## src/rtl/apb_wbuf_sdram.sv

```systemverilog
// apb_wbuf_sdram: APB posted-write buffer in front of the SDRAM APB controller.
// Upstream writes are absorbed into a FIFO and complete in their access cycle;
// the FIFO drains downstream in order. Reads issue only once the FIFO is empty.
// Optional build macro APB_WBUF_ERR_LATCH_EN: a downstream error on a drained
// write is held in a sticky flag and reported on the next upstream read.

package apb_wbuf_sdram_pkg;
    localparam int unsigned ADDR_W = 32;
    localparam int unsigned DATA_W = 32;
    localparam int unsigned STRB_W = 4;

    // One buffered write
    typedef struct packed {
        logic [ADDR_W-1:0] addr;
        logic [DATA_W-1:0] data;
        logic [STRB_W-1:0] strb;
    } wbuf_entry_t;
endpackage

module apb_wbuf_sdram
    import apb_wbuf_sdram_pkg::*;
#(
    parameter int unsigned DEPTH = 4,
    parameter int unsigned PTR_W = 2
) (
    input  logic              clock,
    input  logic              reset_n,
    input  logic [ADDR_W-1:0] in_paddr,
    input  logic              in_psel,
    input  logic              in_penable,
    input  logic              in_pwrite,
    input  logic [DATA_W-1:0] in_pwdata,
    input  logic [STRB_W-1:0] in_pstrb,
    output logic              in_pready,
    output logic [DATA_W-1:0] in_prdata,
    output logic              in_pslverr,
    output logic [ADDR_W-1:0] out_paddr,
    output logic              out_psel,
    output logic              out_penable,
    output logic              out_pwrite,
    output logic [DATA_W-1:0] out_pwdata,
    output logic [STRB_W-1:0] out_pstrb,
    input  logic              out_pready,
    input  logic [DATA_W-1:0] out_prdata,
    input  logic              out_pslverr
);

    localparam int unsigned PTR_P1_W = PTR_W + 1;

    typedef enum logic [1:0] {
        M_IDLE,
        M_SETUP,
        M_ACCESS,
        M_RESP
    } mst_state_t;

    mst_state_t          state, state_nxt;
    logic [PTR_P1_W-1:0] wr_ptr, rd_ptr;
    wbuf_entry_t         mem [DEPTH];
    wbuf_entry_t         head;
    logic                full, empty, push, pop, rd_req;
    logic                load_wr, load_rd, rd_done;
    logic                rsp_err, rsp_err_d;

    assign full    = (wr_ptr ^ rd_ptr) == {1'b1, {PTR_W{1'b0}}};
    assign empty   = (wr_ptr == rd_ptr);
    assign head    = mem[rd_ptr[PTR_W-1:0]];
    assign rd_req  = in_psel & in_penable & ~in_pwrite;
    assign push    = in_psel & in_penable & in_pwrite & ~full;
    assign pop     = (state == M_ACCESS) & out_pready & out_pwrite;
    assign rd_done = (state == M_ACCESS) & out_pready & ~out_pwrite;

    // Writes complete in their access cycle; reads complete in M_RESP
    assign in_pready  = push | (state == M_RESP);
    assign in_pslverr = (state == M_RESP) & rsp_err;

`ifdef APB_WBUF_ERR_LATCH_EN
    logic err_flag;

    // Sticky write error, consumed by the next read response
    always_ff @(posedge clock or negedge reset_n) begin
        if (!reset_n) begin
            err_flag <= 1'b0;
        end else if (pop && out_pslverr) begin
            err_flag <= 1'b1;
        end else if (state == M_RESP) begin
            err_flag <= 1'b0;
        end
    end

    assign rsp_err_d = out_pslverr | err_flag;
`else
    assign rsp_err_d = out_pslverr;
`endif

    // FIFO storage; contents are don't-care while pointers say empty
    always_ff @(posedge clock) begin
        if (push) begin
            mem[wr_ptr[PTR_W-1:0]] <= '{addr: in_paddr, data: in_pwdata, strb: in_pstrb};
        end
    end

    // FIFO pointers with wrap bit
    always_ff @(posedge clock or negedge reset_n) begin
        if (!reset_n) begin
            wr_ptr <= '0;
            rd_ptr <= '0;
        end else begin
            if (push) wr_ptr <= wr_ptr + PTR_P1_W'(1);
            if (pop)  rd_ptr <= rd_ptr + PTR_P1_W'(1);
        end
    end

    // Master FSM state register
    always_ff @(posedge clock or negedge reset_n) begin
        if (!reset_n) begin
            state <= M_IDLE;
        end else begin
            state <= state_nxt;
        end
    end

    // Master FSM next state; buffered writes win over a pending read
    always_comb begin
        state_nxt = state;
        load_wr   = 1'b0;
        load_rd   = 1'b0;
        case (state)
            M_IDLE: begin
                if (!empty) begin
                    state_nxt = M_SETUP;
                    load_wr   = 1'b1;
                end else if (rd_req) begin
                    state_nxt = M_SETUP;
                    load_rd   = 1'b1;
                end
            end
            M_SETUP:  state_nxt = M_ACCESS;
            M_ACCESS: begin
                if (out_pready) begin
                    state_nxt = out_pwrite ? M_IDLE : M_RESP;
                end
            end
            M_RESP:   state_nxt = M_IDLE;
            default:  state_nxt = M_IDLE;
        endcase
    end

    // Registered master bus and read response
    always_ff @(posedge clock or negedge reset_n) begin
        if (!reset_n) begin
            out_psel    <= 1'b0;
            out_penable <= 1'b0;
            out_pwrite  <= 1'b0;
            out_paddr   <= '0;
            out_pwdata  <= '0;
            out_pstrb   <= '0;
            in_prdata   <= '0;
            rsp_err     <= 1'b0;
        end else begin
            out_psel    <= (state_nxt == M_SETUP) || (state_nxt == M_ACCESS);
            out_penable <= (state_nxt == M_ACCESS);
            if (load_wr) begin
                out_pwrite <= 1'b1;
                out_paddr  <= head.addr;
                out_pwdata <= head.data;
                out_pstrb  <= head.strb;
            end else if (load_rd) begin
                out_pwrite <= 1'b0;
                out_paddr  <= in_paddr;
                out_pwdata <= '0;
                out_pstrb  <= '0;
            end
            if (rd_done) begin
                in_prdata <= out_prdata;
                rsp_err   <= rsp_err_d;
            end
        end
    end

endmodule

```

## config.mk

```make
export PLATFORM = sky130hd
export DESIGN_NAME = apb_wbuf_sdram
export DESIGN_NICKNAME = d
export VERILOG_FILES = /design/src/rtl/apb_wbuf_sdram.sv
export SDC_FILE = /design/constraint.sdc
export NUM_CORES = 1
export LEC_CHECK = 0
export CAP_MARGIN = 30
export CORE_MARGIN = 4
export CORE_UTILIZATION = 30
export DETAILED_ROUTE_END_ITERATION = 16
export SETUP_SLACK_MARGIN = 0.1
export SYNTH_ARGS = -nofsm -noshare
export SYNTH_HDL_FRONTEND = slang
export SYNTH_SLANG_ARGS = --single-unit
```

## constraint.sdc

```tcl
create_clock -name clock -period 7.5 [get_ports clock]
set_input_delay 1.5 -clock clock [delete_from_list [all_inputs] [get_ports clock]]
set_output_delay 1.5 -clock clock [all_outputs]
set_load 0.005 [all_outputs]
```

==> flow_summary.yaml <==
critical_path:
  setup.worst_path.start_class: "primary input"
  crit_chain: "clkdlybuf4s50_1 > nand3_1 > a31oi_1 > a21o_1 > clkdlybuf4s50_1"
  cp-end-kind: "output port"
  critical_path.n_buffers_inverters: 2
  critical_path_required_ns: 6.00
  maximum_cell_stage_delay_along_the_critical_path_ns: 0.55
  cp_slowest_cell: "sky130_fd_sc_hd__clkdlybuf4s50_1"
  critical-path-top-delay-family: "buffers and inverters"
  path_common_cell: "sky130_fd_sc_hd__clkdlybuf4s50_1"
  crit_fanout: 6
  worstPathArrival_ns: 3.45
  worst_path_class_setup: "primary input to output port"
yosys:
  synth_area_per_cell_um2: 18.1
  count_of_distinct_cell_types_in_the_synthesized_netlist: 32
  count_of_flip_flops_with_a_built_in_enable_after_synthesis: 272
  synth.yosys.warnings: 0
  ys_async_sr_fraction_pct: 29.2
  syn-num-nets: 946
  synth_sequential_area_ratio_pct: 72.6
  synth_seq_cells: 384
  dominantRegCellSynth: "sky130_fd_sc_hd__edfxtp_1"
  synthCells: 833
  synth.cell_area_mm2: 0.0151
power_and_ir_drop:
  power_density_mw_per_mm2: 389
  power.static_leakage_nw: 6.83
  vdd_ir_drop_max_uv: 218
  total_power_mw: 7.54
sta:
  finalWorstPathRequiredPeriod_ns: 4.95
  hold_viol: 0
  setup_viol_count_final: 0
  tns_setup_ns: 0
  unrepaired_setup_endpoints_after_global_routing: "false"
  slew_margin_rel_pct: 40.9
  final-max-slew-violation-count: 0
  fmaxAchievable_mhz: 202
  worst_slew_pin_slew_ns: 0.886
  fin_skew_ns: 0.0103
  fin_crit_sh_pct: 66.0
layout:
  finalNonFillerCells: 1744
  area_growth_syn_to_layout_pct: 28.3
  seq_area_mm2: 0.0110
  layout-drive-gt1-share_pct: 19.6
  fin_nets: 1156
  layout.cells.most_common_list: "sky130_fd_sc_hd__edfxtp_1, sky130_fd_sc_hd__clkdlybuf4s50_1, sky130_fd_sc_hd__dfrtp_1"
  n_fill_cell: 4567
  multi_input_comb_area_mm2: 0.00376
  final_common_cell: "sky130_fd_sc_hd__edfxtp_1"
global_route:
  grt_util_all_layers_pct: 13.4
  grt_first_pass_wirelength_mm: 55.6
  via_count_of_the_first_global_routing_pass: 8918
  initial_antenna_violation_count: 4
  grt_max_degree: 72
  grt-ovfl-total: 0
route:
  detailedRoute.firstPassIterationCount: 5
  dr.first_iter.drc_count: 556
  route.detailed.drc: 0
  dr_total_vias: 8356
  post_drt_wl_per_cell_um: 20.8
  wl_mm: 36.3
  antenna_left: 0
  routed_via_density: 4.79
placed_design:
  port-buffer-count: 211
  placed_cells_incl_taps: 1661
  routabilityCongestion: 0.685
  post-dp-hpwl_mm: 21.2
die:
  initial_utilization_pct: 30.6
  core_mm2: 0.0494
  die_h_um: 232
  num_io_pins: 212
  rows: 81
  dieWidth_um: 232
  fp.dieArea_mm2: 0.0540
cts:
  cts_tree: "done"
  postCtsSetupRepairBufs: 0
  cts_hold_buffers: 0
  clock_insertion_delay_worst_skew_ns: 0.55
  clk_root_buffer_cell: "sky130_fd_sc_hd__clkbuf_16"
  numClockSinks: 384
  cts_max_level: 2
  postCtsResizedCells: 0
  cts_buffers: 44
  path_clk_slew_ns: 0.05
  max-clock-path-buffers: 3
run_status:
  outcome: "finished, final reports clean"
flow_run:
  max_cap_viol_count: 0
min_path:
  class_of_the_most_critical_hold_timing_path: "flip-flop to flip-flop"
[where the power goes]
group          total (mW)  switching (mW)  internal, mW
registers            2.98           0.299          2.68
logic                2.49            1.20          1.29
clock network        2.07           0.818          1.25
[per-stage QoR]
step | util [%] | hold slack (ns) | worst slack, ns | cell area, um2
after floorplan | - | 0.473 | 2.14 | 15100
after global placement | 36.4 | 0.487 | 2.56 | 18000
after detailed placement | 36.4 | 0.495 | 2.57 | 18000
after CTS | 39.3 | 0.507 | 2.56 | 19400
after global routing | 39.3 | 0.526 | 2.44 | 19400
final | 39.3 | 0.501 | 2.55 | 19400
[state kept, by name (all words and copies together) (netlist names)]
register / flops
mem: 272
in_prdata: 32
out_paddr: 32
out_pwdata: 32
out_pstrb: 4
rd_ptr: 3
wr_ptr: 3
state: 2
out_penable: 1
out_psel: 1
out_pwrite: 1
rsp_err: 1
[synth_stat cells, drive strengths merged, types with 2 or more instances]
library cell / count / area share, %
a311oi: 33 / 1.9
a31oi: 34 / 1.8
and2: 3 / 0.12
buf: 26 / 1.1
clkbuf: 38 / 0.94
dfrtp: 112 / 19
edfxtp: 272 / 54
ha: 6 / 0.50
inv: 42 / 1.0
mux2: 35 / 2.6
mux2i: 38 / 2.5
mux4: 68 / 10
nand2: 4 / 0.099
nand3: 33 / 1.1
nor2: 2 / 0.050
nor3: 2 / 0.099
o21ai: 69 / 2.3
xnor2: 5 / 0.39
xor2: 3 / 0.17
[cell type report]
| class | instances | area share, % |
|---|---|---|
| Inverter | 42 | 0.813 |
| Antenna cell | 3 | 0.0387 |
| Sequential cell | 384 | 56.6 |
| Clock buffer | 66 | 6.63 |
| Tap cell | 664 | 4.29 |
| Multi-Input combinational cell | 343 | 19.4 |
| Timing Repair Buffer | 228 | 11.5 |
| Clock inverter | 14 | 0.639 |
[worst reg2reg max path: cells and delay by family, from the launching register on]
kind | cells | cell delay [ns]
buffers and inverters | 2 | 1.12
flip-flops | 1 | 0.93
AO/OA/AOI/OAI | 1 | 0.56
multiplexers | 1 | 0.38
XOR/XNOR | 1 | 0.19
[final timing paths]
kind	from	end	slack [ns]	depth (start not counted)
min in group asynchronous	reset_n	in_prdata[18]	0.92	1
hold / removal	in_prdata[8]	in_prdata[8]	0.50	1
hold reg to reg	in_prdata[8]	in_prdata[8]	0.50	1
max in group asynchronous	reset_n	rd_ptr[0]	5.20	2
setup reg to reg	rd_ptr[0]	out_pwdata[19]	4.24	5
setup / recovery	in_psel	in_pready	2.55	5
[routing by layer]
layer / global-route usage (%) / share of wire (%) / vias up
li1: - / - / 3729
met1: 18.7 / 45 / 4314
met2: 21.2 / 46 / 261
met3: 3.04 / 6.9 / 52
met4: 3.74 / 1.9 / 0
met5: 0 / 0 / -
[logic make-up (layout without fill, tap and decap cells)]
kind of cell             count (synthesis)  count (layout)  share of synthesized area (%)
AO/OA/AOI/OAI                          138             138                           6.13
XOR/XNOR                                 8               8                          0.563
adder cells (fa/ha/maj)                  6               6                          0.497
buffers and inverters                  106             350                           3.13
flip-flops                             384             384                           72.6
multiplexers                           141             141                           15.3
other                                    0               3                              0
AND/OR/NAND/NOR                         50              50                           1.79
Note: power is estimated with default switching activity, not from simulation.
